### src/rtl/poly_loader.sv
// poly_loader: SPI slave that stages polygon/background data in a shadow
// register file and copies it to the active set on frame_start.
module poly_loader #(
   parameter int N_POLY = 4,
   parameter int WPX    = 10,
   parameter int WPY    = 9,
   parameter int WCOLOR = 6
) (
   input  logic                     clk,
   input  logic                     rst_n,
   input  logic                     spi_sck,
   input  logic                     spi_cs_n,
   input  logic                     spi_mosi,
   input  logic                     frame_start,
   output logic [N_POLY-1:0]        cmp_en,
   output logic [WPX*N_POLY-1:0]    v0_x,
   output logic [WPX*N_POLY-1:0]    v1_x,
   output logic [WPX*N_POLY-1:0]    v2_x,
   output logic [WPY*N_POLY-1:0]    v0_y,
   output logic [WPY*N_POLY-1:0]    v1_y,
   output logic [WPY*N_POLY-1:0]    v2_y,
   output logic [WCOLOR*N_POLY-1:0] poly_color,
   output logic [WCOLOR-1:0]        background_color,
   output logic                     commit_pending
);

   localparam int PW    = 3*(WPX+WPY)+WCOLOR+1;
   localparam int CW    = $clog2(PW+1);
   localparam int O_COL = 1;
   localparam int O_V2Y = O_COL + WCOLOR;
   localparam int O_V2X = O_V2Y + WPY;
   localparam int O_V1Y = O_V2X + WPX;
   localparam int O_V1X = O_V1Y + WPY;
   localparam int O_V0Y = O_V1X + WPX;
   localparam int O_V0X = O_V0Y + WPY;

   typedef enum logic [1:0] {
      S_IDLE, S_CMD, S_PAYLOAD, S_DRAIN
   } state_t;

   logic [1:0]    r_sck_s;
   logic [1:0]    r_cs_s;
   logic [1:0]    r_mosi_s;
   logic          r_sck_d;
   logic          r_cs_d;

   state_t        r_state;
   logic [CW-1:0] r_cnt;
   logic [CW-1:0] r_need;
   logic [PW-1:0] r_shift;
   logic [1:0]    r_slot;
   logic          r_is_bg;
   logic          r_pending;

   logic [WPX*N_POLY-1:0]    r_sh_v0x, r_sh_v1x, r_sh_v2x;
   logic [WPY*N_POLY-1:0]    r_sh_v0y, r_sh_v1y, r_sh_v2y;
   logic [WCOLOR*N_POLY-1:0] r_sh_col;
   logic [N_POLY-1:0]        r_sh_en;
   logic [WCOLOR-1:0]        r_sh_bg;

   logic [WPX*N_POLY-1:0]    r_act_v0x, r_act_v1x, r_act_v2x;
   logic [WPY*N_POLY-1:0]    r_act_v0y, r_act_v1y, r_act_v2y;
   logic [WCOLOR*N_POLY-1:0] r_act_col;
   logic [N_POLY-1:0]        r_act_en;
   logic [WCOLOR-1:0]        r_act_bg;

   logic w_sck_rise;
   logic w_cs_fall;
   logic w_apply;
   logic w_mosi;

   // cs sync resets to "low" so a transaction cut by reset is not re-entered
   // until cs_n has actually been seen high and then falls again.
   always_ff @(posedge clk) begin
      if (!rst_n) begin
         r_sck_s  <= '0;
         r_cs_s   <= '0;
         r_mosi_s <= '0;
         r_sck_d  <= 1'b0;
         r_cs_d   <= 1'b0;
      end else begin
         r_sck_s  <= {r_sck_s[0], spi_sck};
         r_cs_s   <= {r_cs_s[0], spi_cs_n};
         r_mosi_s <= {r_mosi_s[0], spi_mosi};
         r_sck_d  <= r_sck_s[1];
         r_cs_d   <= r_cs_s[1];
      end
   end

   assign w_sck_rise = r_sck_s[1] & ~r_sck_d;
   assign w_cs_fall  = r_cs_d & ~r_cs_s[1];
   assign w_apply    = frame_start & r_pending;
   assign w_mosi     = r_mosi_s[1];

   always_ff @(posedge clk) begin
      if (!rst_n) begin
         r_state   <= S_IDLE;
         r_cnt     <= '0;
         r_need    <= '0;
         r_shift   <= '0;
         r_slot    <= '0;
         r_is_bg   <= 1'b0;
         r_pending <= 1'b0;
         r_sh_v0x  <= '0;
         r_sh_v1x  <= '0;
         r_sh_v2x  <= '0;
         r_sh_v0y  <= '0;
         r_sh_v1y  <= '0;
         r_sh_v2y  <= '0;
         r_sh_col  <= '0;
         r_sh_en   <= '0;
         r_sh_bg   <= '0;
      end else begin
         if (w_apply)
            r_pending <= 1'b0;
         if (r_cs_s[1]) begin
            r_state <= S_IDLE;
            r_cnt   <= '0;
         end else begin
            unique case (r_state)
               S_IDLE: begin
                  if (w_cs_fall) begin
                     r_state <= S_CMD;
                     r_cnt   <= '0;
                  end
               end
               S_CMD: begin
                  if (r_cnt == CW'(8)) begin
                     r_cnt <= '0;
                     unique case (r_shift[7:6])
                        2'b00: begin
                           if (int'(r_shift[1:0]) < N_POLY) begin
                              r_slot  <= r_shift[1:0];
                              r_is_bg <= 1'b0;
                              r_need  <= CW'(PW);
                              r_state <= S_PAYLOAD;
                           end else begin
                              r_state <= S_DRAIN;
                           end
                        end
                        2'b01: begin
                           r_is_bg <= 1'b1;
                           r_need  <= CW'(8);
                           r_state <= S_PAYLOAD;
                        end
                        2'b10: begin
                           r_pending <= 1'b1;
                           r_state   <= S_DRAIN;
                        end
                        default: r_state <= S_DRAIN;
                     endcase
                  end else if (w_sck_rise) begin
                     r_shift <= {r_shift[PW-2:0], w_mosi};
                     r_cnt   <= r_cnt + CW'(1);
                  end
               end
               S_PAYLOAD: begin
                  if (r_cnt == r_need) begin
                     if (r_is_bg) begin
                        r_sh_bg <= r_shift[WCOLOR-1:0];
                     end else begin
                        r_sh_v0x[r_slot*WPX +: WPX]       <= r_shift[O_V0X +: WPX];
                        r_sh_v0y[r_slot*WPY +: WPY]       <= r_shift[O_V0Y +: WPY];
                        r_sh_v1x[r_slot*WPX +: WPX]       <= r_shift[O_V1X +: WPX];
                        r_sh_v1y[r_slot*WPY +: WPY]       <= r_shift[O_V1Y +: WPY];
                        r_sh_v2x[r_slot*WPX +: WPX]       <= r_shift[O_V2X +: WPX];
                        r_sh_v2y[r_slot*WPY +: WPY]       <= r_shift[O_V2Y +: WPY];
                        r_sh_col[r_slot*WCOLOR +: WCOLOR] <= r_shift[O_COL +: WCOLOR];
                        r_sh_en[r_slot]                   <= r_shift[0];
                     end
                     r_state <= S_DRAIN;
                  end else if (w_sck_rise) begin
                     r_shift <= {r_shift[PW-2:0], w_mosi};
                     r_cnt   <= r_cnt + CW'(1);
                  end
               end
               S_DRAIN: ;
               default: r_state <= S_IDLE;
            endcase
         end
      end
   end

   always_ff @(posedge clk) begin
      if (!rst_n) begin
         r_act_v0x <= '0;
         r_act_v1x <= '0;
         r_act_v2x <= '0;
         r_act_v0y <= '0;
         r_act_v1y <= '0;
         r_act_v2y <= '0;
         r_act_col <= '0;
         r_act_en  <= '0;
         r_act_bg  <= '0;
      end else if (w_apply) begin
         r_act_v0x <= r_sh_v0x;
         r_act_v1x <= r_sh_v1x;
         r_act_v2x <= r_sh_v2x;
         r_act_v0y <= r_sh_v0y;
         r_act_v1y <= r_sh_v1y;
         r_act_v2y <= r_sh_v2y;
         r_act_col <= r_sh_col;
         r_act_en  <= r_sh_en;
         r_act_bg  <= r_sh_bg;
      end
   end

   assign cmp_en           = r_act_en;
   assign v0_x             = r_act_v0x;
   assign v1_x             = r_act_v1x;
   assign v2_x             = r_act_v2x;
   assign v0_y             = r_act_v0y;
   assign v1_y             = r_act_v1y;
   assign v2_y             = r_act_v2y;
   assign poly_color       = r_act_col;
   assign background_color = r_act_bg;
   assign commit_pending   = r_pending;

endmodule

### config.mk
export PLATFORM = sky130hd
export DESIGN_NAME = poly_loader
export DESIGN_NICKNAME = d
export VERILOG_FILES = /design/src/rtl/poly_loader.sv
export SDC_FILE = /design/constraint.sdc
export NUM_CORES = 1
export LEC_CHECK = 0
export ABC_AREA = 1
export CAP_MARGIN = 5
export CORE_MARGIN = 1.5
export CORE_UTILIZATION = 55
export CTS_CLUSTER_DIAMETER = 100
export DETAILED_ROUTE_END_ITERATION = 10
export PLACE_DENSITY = 0.79
export SYNTH_ARGS = -nofsm -noshare
export SYNTH_HDL_FRONTEND = slang
export SYNTH_SLANG_ARGS = --single-unit
### constraint.sdc
create_clock -name clk -period 2.8 [get_ports clk]
set_input_delay 0.56 -clock clk [delete_from_list [all_inputs] [get_ports clk]]
set_output_delay 0.56 -clock clk [all_outputs]
set_load 0.1 [all_outputs]
==> results of run 1 <==
placed cells by master, fill, tap and decap left out, types with 2 or more instances in the layout:
cell type	instances
o21ai_1	6
o22ai_1	11
a22oi_1	4
clkinv_8	2
o21ai_0	470
nor2_2	5
nor2_4	5
dfxtp_1	609
nand3_1	220
nand2_2	3
inv_6	3
clkbuf_1	16
a21oi_1	158
inv_2	4
bufinv_16	6
buf_12	17
buf_4	346
nand4_1	25
clkinvlp_4	3
clkbuf_8	14
nand2_1	577
inv_1	124
ha_1	10
clkbuf_16	61
clkinv_1	2
clkdlybuf4s50_1	4
ha_2	3
nor2_1	1078
o31ai_1	3
nor3_1	41
clkinv_2	6
tightest hold or removal path: cells and delay by family:
family                 cells  cell delay (ns)
and+or+nand+nor            1             0.04
AOI/OAI and AO/OA          1             0.13
buffers and inverters      1             0.22
sequential cells by signal (all words and copies together), names as in the netlist, 40 cells and up:
register / cells
r_shift: 64
r_sh_v0x: 40
v0_x: 40
v2_x: 40
r_sh_v1x: 40
v1_x: 40
r_sh_v2x: 40
routing by layer:
layer / up-vias / wire (um) / part of all wire, %
met5: - / 0 / 0
met4: 0 / 2550 / 3.3
met3: 187 / 6690 / 8.7
met2: 1118 / 34400 / 45
met1: 11400 / 33200 / 43
li1: 12000 / - / -
report_power, final:
group / internal, mW / leakage (nW) / switching (mW)
logic: 0.170 / 6.68 / 0.420
registers: 8.74 / 4.91 / 0.0532
clock network: 4.95 / 1.01 / 3.51
total: 13.9 / 12.6 / 3.99
through the flow:
step	hold WS [ns]	instance area, um^2	util, %	instances
6_report	0.363	29900	66.2	4452
5_1_grt	0.375	29900	66.2	4452
4_1_cts	0.337	29900	66.2	4452
3_5_place_dp	0.399	27800	61.6	4340
3_3_place_gp	0.396	27800	61.6	4340
2_1_floorplan	0.390	25100	-	3633
final cells by class:
class                   count  area share, %
clock buffers              91           5.95
clock inverters            21           1.00
inverters                 132           1.69
multi-input cells        2630           38.0
flip-flops and latches    610           40.8
well taps                 600           2.51
repair buffers            368           10.0
cell usage after synthesis:
cell	number	share of area (%)
o22ai_1	11	0.27
nor2_8	1	0.080
o211ai_1	1	0.030
dfxtp_1	610	49
nor2_1	1079	16
nor2_4	4	0.18
o21ai_1	6	0.12
clkbuf_1	188	2.8
ha_1	13	0.65
buf_2	47	0.94
nor2_2	5	0.12
nand2_1	581	8.7
buf_4	9	0.27
buf_1	16	0.24
buf_6	1	0.045
a31oi_1	1	0.025
o31ai_1	3	0.090
a21oi_1	158	3.1
nand4_2	1	0.050
a211oi_2	1	0.050
a22oi_1	4	0.12
a22o_1	1	0.035
a211oi_1	1	0.030
nand3_1	220	4.4
inv_2	3	0.045
nor3_1	41	0.82
nand4_1	25	0.62
inv_1	127	1.9
clkinv_1	2	0.030
nand3_2	2	0.080
and3_1	1	0.025
o21ai_0	470	9.4
kinds of logic (layout without fill, tap and decap cells):
logic type,after synthesis,count (layout),share of synthesized area [%]
AOI/OAI and AO/OA,657,657,13.3
and+or+nand+nor,1960,1960,31.2
buffers and inverters,393,612,6.27
adders and majority gates,13,13,0.648
DFF,610,610,48.6
timing repair:
action	CTS	global route
endpoints found under the hold margin	0	0
setup buffers	0	0
endpoints found under the setup margin	0	9
gates resized for setup	0	1
worst min path at each step:
stage	from	to	depth (start not counted)
finish	rst_n	r_sh_v0y[16]$_SDFFE_PN0P_	3
global placement	r_cs_s[0]$_SDFF_PN0_	r_cs_s[1]$_SDFF_PN0_	2
floorplan	r_cs_s[0]$_SDFF_PN0_	r_cs_s[1]$_SDFF_PN0_	2
detailed placement	r_cs_s[0]$_SDFF_PN0_	r_cs_s[1]$_SDFF_PN0_	2
CTS	rst_n	r_shift[18]$_SDFFE_PN0P_	3
global route	rst_n	r_shift[51]$_SDFFE_PN0P_	3
==> flow_results.org, run 1 <==
** GRT
- Largest net degree at the start of global routing :: 129
- The number of antenna violations at the first check in global routing is 0.
- Global routing used under 10% of the available met3 tracks.
- Global route total overflow :: 0
- Vias in the first global route :: between 20000 and 25000
- In the global route stage, met1 resource usage came out at 45.1%.
- Global routing consumed, on the met2 layer, approximately 50% of the routing resources.
- GRT Max-Usage Layer :: met2
- Tot GR Track Use :: between 30% and 40%
- The first global-routing pass estimated approximately 120000 um of wire.

** Clocking
- Longest Clk Path Bufs :: 3
- Clock latency reported for the late side of the worst-skew pair :: 0.64 ns
- TritonCTS Buffers :: a little over 60
- Clk slew on worst S/H paths :: 0.07 ns
- Hold buffer count at cts :: 0
- TritonCTS built the clock tree.
- Clock root cell :: clkbuf_16
- The H-tree was split into 2 levels.
- Counting every sink on the clock net gives 610.

** Yosys
- Count of cell types in the netlist :: 32
- Average instance area after synthesis :: about 6.9 um^2
- Synthesized net count :: between 3000 and 4000
- Cell area after synthesis :: approximately 25000 um^2
- For this run, the number of Yosys warnings is 0.
- For this run, the register share of the synthesized area comes to 48.6%.
- Number of standard cells after synthesis :: 3633
- After synthesis the netlist holds a flip-flop and latch count of ~600.

** Worst setup path
- The cell that appears most often on the critical path is buf_4.
- Cells on worst reg2reg path :: 8
- RR Endpoint :: r_sh_v1y[23]$_SDFFE_PN0P_
- For the worst setup path, the data required time is roughly 3.4 ns.
- Crit path capture type :: register
- The number of buffers and inverters on the critical path is 3.
- The startpoint identified for the worst register-to-register timing path is r_slot[0]$_SDFFE_PN0P_.
- On the critical path, the stage with the largest delay is an instance of ha_2.
- Following the worst setup path forward leads to its endpoint at r_sh_v1y[23]$_SDFFE_PN0P_.
- Category of the critical setup timing path :: reg -> reg
- Highest net fanout along the worst path :: 12
- Critical path data arrival time :: approximately 3.2 ns
- Startpoint of the most critical setup path :: r_slot[0]$_SDFFE_PN0P_
- Among cell families on the critical path, the largest total delay comes from buffers and inverters.
- Max stage delay on crit path :: between 0.5 and 0.6 ns
- Reg2reg setup slack :: ~0.18 ns
- Walking the worst path, the cells encountered are clkinv_1 -> ha_2 -> buf_4 -> nand2_1 -> buf_4 -> nor3_1 -> o21ai_0 -> nor2_1.
- Counting buffers and inverters, the worst setup path is 8 cells deep.
- Kind of start point of the critical path :: register

** Drt
- Drt total wl :: between 70000 and 80000 um
- Summing over every cut layer, the via total after detailed routing is 24700.
- DR pass1 iterations :: 7
- After detailed routing, the number of remaining DRC violations is 0.
- Residual antenna-violating net count after detailed routing :: 0
- Using the TritonRoute via totals, the vias-per-cell ratio works out to about 5.5.
- Iteration-0 DRC Markers :: just under 3000
- Drt wl/cell :: 17.3 um

** Floorplan
- Die boundary width :: ~220 um
- The floorplan step defined a die boundary enclosing around 47000 um^2.
- Die extent in y :: approximately 220 um
- The initialized floorplan defines between 70 and 80 standard-cell rows.
- Starting density of the core :: a little under three fifths
- Top Ports :: 269
- Core Region :: around 45000 um^2

** Timing
- In the final timing run, aggregate negative setup slack is 0 ns.
- Number of hold-slack violations in the final timing report :: 0
- Setup repair after global routing missed its margin :: false
- Measured slew at the worst slew-check pin :: 0.810 ns
- Final critical delay including setup and external delays :: between 2 and 3 ns
- Setup Viol. Count Final :: 0
- Across all setup checks in the final design, the least slack found is 0.180 ns.
- The worst pin sits at a relative slew slack of 45.4%.
- For this run, the top clock speed supported by timing is around 0.38 GHz.
- Max-slew violation count :: 0
- Between clock sinks in the finished design, the worst skew comes to around 0.029 ns.
- Share of the cycle needed by the critical path after routing :: 93.6%

** Power
- The worst-case IR drop observed on VDD is 0.548 mV.
- Dividing total power by cell area gives a power density of approximately 600 nW/um^2.
- Overall power consumption :: approximately 18 mW
- The analysis attributes to cell leakage a power of between 10 and 15 nW.

** Placed design
- Worst slack after detailed placement :: about 0.19 ns
- Buffers added on ports :: 268
- The congestion estimate from routability-driven global placement came to 0.963.
- Summed over all nets, the half-perimeter wirelength after detailed placement is 51600 um.

** Job
- Number of max-capacitance violations reported :: 0

** Status
- Run status :: complete, no violations

** Layout
- Syn-to-layout area delta :: 19.1%
- ANT cells :: 0
- Post-layout nets :: around 3800
- The layout has 4001 filler cells.
- Of the cells placed in the final design, the portion with a size suffix greater than 1 is ~13%.
- Footprint of the multi-input gates :: around 11000 um^2
- Sequential cell area in the final layout :: ~12000 um^2

** Hold path
- Kind of path behind the tightest hold check :: in -> reg
Power figures use the tool's default switching activity.
==> inputs of run 2 (changes only) <==
--- a/config.mk
+++ b/config.mk
@@ -6,12 +6,14 @@
 export NUM_CORES = 1
 export LEC_CHECK = 0
 export ABC_AREA = 1
+export ABC_CLOCK_PERIOD_IN_PS = 2800
 export CAP_MARGIN = 5
 export CORE_MARGIN = 1.5
 export CORE_UTILIZATION = 55
 export CTS_CLUSTER_DIAMETER = 100
 export DETAILED_ROUTE_END_ITERATION = 10
 export PLACE_DENSITY = 0.79
+export RECOVER_POWER = 100
 export SYNTH_ARGS = -nofsm -noshare
 export SYNTH_HDL_FRONTEND = slang
 export SYNTH_SLANG_ARGS = --single-unit
==> flow_results.org, run 2 (synthesis results as in run 1) <==
** Layout
- The final instance area is 28800 um^2 (-3.7%).
- Layout cells sized above 1 :: 5.43% (-7.3 points)
- Largest Register :: r_shift
- Relative to the synthesized area, the layout overhead comes to 14.7%.
- Layout filler cell count :: 4312 (+7.8%)
- The final cell count without fillers came to 4452 (unchanged).
- Footprint of the multi-input gates :: 11300 um^2 (-0.21%)
- The top cell types in the final layout, fill and taps aside, are nor2_1, dfxtp_1, nand2_1.
- The register cell area after layout was 12200 um^2 (unchanged).
- Post-layout nets :: 3822 (unchanged)
- Most common library cell in the layout ignoring fill and taps :: nor2_1
- ANT cells :: 0 (unchanged)
- The flip-flop count of the largest register after layout was 64 (unchanged).

** Placed design
- The routability congestion estimate from global placement came to 0.963 (unchanged).
- The count of buffers from port buffering came to 268 (unchanged).
- The number of placed instances, taps included was 4340 (unchanged).
- Instance area after placement :: 27800 um^2 (unchanged)
- The final HPWL from detailed placement came to 51600 um (unchanged).
- The post-placement setup slack came to 0.186 ns (unchanged).

** Job
- Number of max-capacitance violations reported :: 0 (unchanged)

** Timing
- The final total negative setup slack was 0 ns (unchanged).
- The worst setup slack after layout came to 0.122 ns (-0.0577 ns).
- The final count of pins violating max slew was 0 (unchanged).
- Number of hold-slack violations in the final timing report :: 0 (unchanged)
- The final-report setup violation count came to 0 (unchanged).
- The final period demand of the worst path came to 2.68 ns (+0.0577 ns).
- Highest achievable clock rate :: 0.373 GHz (-2.2%)
- Tightest slew margin relative to the limit :: 15.5% (-30 points)
- The worst clock skew came to 0.0276 ns (-0.00191 ns).
- Setup repair after global routing left no endpoint under its margin.
- The actual slew at the worst max-slew pin was 1.27 ns (+0.463 ns).
- The share of the clock period used by the worst path after layout came to 95.6% (+2.1 points).

** GRT
- The overall overflow remaining after global route came to 0 (unchanged).
- Global-route wire length before repair :: 121000 um (unchanged)
- The number of global-route vias before repair is 22100 (unchanged).
- Initial antenna violation count :: 0 (unchanged)
- The overall track demand over capacity in global routing was 32.0% (unchanged).
- The pin count of the biggest net entering global routing is 129 (unchanged).

** Power
- The areal power density over the cells was 620 nW/um^2 (+3.8%).
- The total chip power came to 17.8 mW (about the same).
- Leakage power summed over all cells :: 11.4 nW (-9.4%)
- Worst vdd rail ir drop :: 0.552 mV (+0.69%)

** Clocking
- Longest Clk Path Bufs :: 3 (unchanged)
- Clock tree sinks :: 610 (unchanged)
- # Post-CTS Setup Buffers :: 0 (unchanged)
- The H-tree depth is 2 (unchanged).
- TritonCTS built the clock tree.
- TritonCTS Buffers :: 61 (unchanged)
- The hold buffer count at cts is 0 (unchanged).
- Clock latency reported for the late side of the worst-skew pair :: 0.64 ns (about the same)
- Clk slew on worst S/H paths :: 0.07 ns (about the same)
- Total of cells resized after clock tree synthesis :: 0 (unchanged)
- Clock root cell :: clkbuf_16

** Worst setup path
- Slowest cell on the critical path :: clkbuf_4
- The required time at the worst-slack endpoint was 3.37 ns (about the same).
- WP buf/inv :: 2 (-1)
- Highest net fanout along the worst path :: 88 (+76)
- Reg2reg setup slack :: 0.19 ns (about the same)
- Cell class contributing the biggest share of worst-path delay :: buffers and inverters
- RR Endpoint :: r_sh_v1y[23]$_SDFFE_PN0P_
- Max stage delay on crit path :: 0.81 ns (+0.27 ns)
- The signal on the critical path passes through dlygate4sd3_1 -> nand2_1 -> clkbuf_4 -> o21ai_0 -> nor2_1.
- Crit path capture type :: register
- The worst-case reg-to-reg path depth came to 8 (unchanged).
- The critical path is of the in -> reg type.
- Critical path data arrival time :: 3.24 ns (+0.04 ns)
- FF-to-FF Start :: r_slot[0]$_SDFFE_PN0P_
- The worst setup path is launched from an input pin.

** Floorplan
- Core Region :: 45200 um^2 (unchanged)
- The number of placement rows was 78 (unchanged).
- Die extent in y :: 217 um (unchanged)
- Starting density of the core :: 55.6% (unchanged)
- The count of boundary I/O pins is 269 (unchanged).
- The horizontal die dimension came to 217 um (unchanged).
- The overall die area came to 47000 um^2 (unchanged).

** Drt
- The detailed-routing wirelength on met1 is 33700 um (+1.5%).
- Via count of the routed design :: 24600 (-0.23%)
- The first-pass iteration count of the detailed router was 6 (-1).
- Metal3 WL :: 6650 um (-0.61%)
- Average vias per placed instance :: 5.53 (-0.23%)
- The violation count after the first detailed-route iteration came to 2834 (-3.7%).
- The count of nets left with antenna violations after detail routing came to 0 (unchanged).
- Met2 wire length :: 34300 um (-0.16%)
- Highest Signal Layer :: met4
- The count of unresolved DRC violations after routing was 0 (unchanged).
- Drt total wl :: 77100 um (+0.35%)
- Drt wl/cell :: 17.3 um (+0.35%)

** Status
- The run finished with clean final reports.

** Hold path
- Kind of path behind the tightest hold check :: in -> reg
- Worst-case hold path end point :: r_shift[20]$_SDFFE_PN0P_
- The cell depth of the worst min-delay path came to 3 (unchanged).
- Min-delay src :: rst_n
## run 2: cell count changes in the layout (fill, tap and decap cells not counted), moves of 4 or more
cell / delta
clkbuf_1: +272
clkbuf_2: +13
o21ai_0: +5
o21ai_1: -5
clkbuf_4: +4
buf_4: -287
## run 2: how the worst max path moves through the flow
stage,startpoint,end,slack (ns),depth (start not counted)
after global placement,r_slot[0]$_SDFFE_PN0P_,r_sh_v1x[1]$_SDFFE_PN0P_,0.28,10
final,frame_start,v1_x[6]$_SDFFE_PN0P_,0.12,5
after global routing,frame_start,v2_x[32]$_SDFFE_PN0P_,0.04,5
after floorplan,r_slot[0]$_SDFFE_PN0P_,r_sh_v0x[29]$_SDFFE_PN0P_,0.30,13
after CTS,r_slot[0]$_SDFFE_PN0P_,r_sh_v1x[0]$_SDFFE_PN0P_,0.16,10
after detailed placement,r_slot[0]$_SDFFE_PN0P_,r_sh_v1x[0]$_SDFFE_PN0P_,0.19,10
## run 2: metrics by stage
| stage | utilization (%) | hold slack (ns) |
|---|---|---|
| floorplan | - | 0.390 |
| global placement | 61.6 | 0.396 |
| detailed placement | 61.6 | 0.399 |
| CTS | 66.2 | 0.337 |
| global route | 63.7 | 0.383 |
| finish | 63.7 | 0.358 |
## run 2: worst register-to-register path, cell delays in order (launching register included)
cell and delay (ns):
dfxtp_4 0.36, clkinv_1 0.21, ha_2 0.54, buf_4 0.25, nand2_1 0.44, buf_4 0.37, nor3_1 0.15, o21ai_0 0.13
nor2_1 0.10
## run 2: routing by layer
layer	track usage [%]	vias to the layer above
met3	4.86	174
met5	0	-
met2	49.9	1089
li1	-	12000
met1	45.1	11400
met4	11.5	0
## run 2: report_power, final
group,switching (mW),total [mW],internal (mW)
sequential,0.0537,8.79,8.74
combinational,0.420,0.586,0.165
clock,3.52,8.46,4.95
total,3.99,17.8,13.9
## run 2: cell type report
cell class              instances  area share, %
clock buffers                  91           6.18
clock inverters                21           1.04
inverters                     132           1.76
multi-input cells            2630           39.4
flip-flops and latches        610           42.4
well taps                     600           2.61
repair buffers                368           6.62
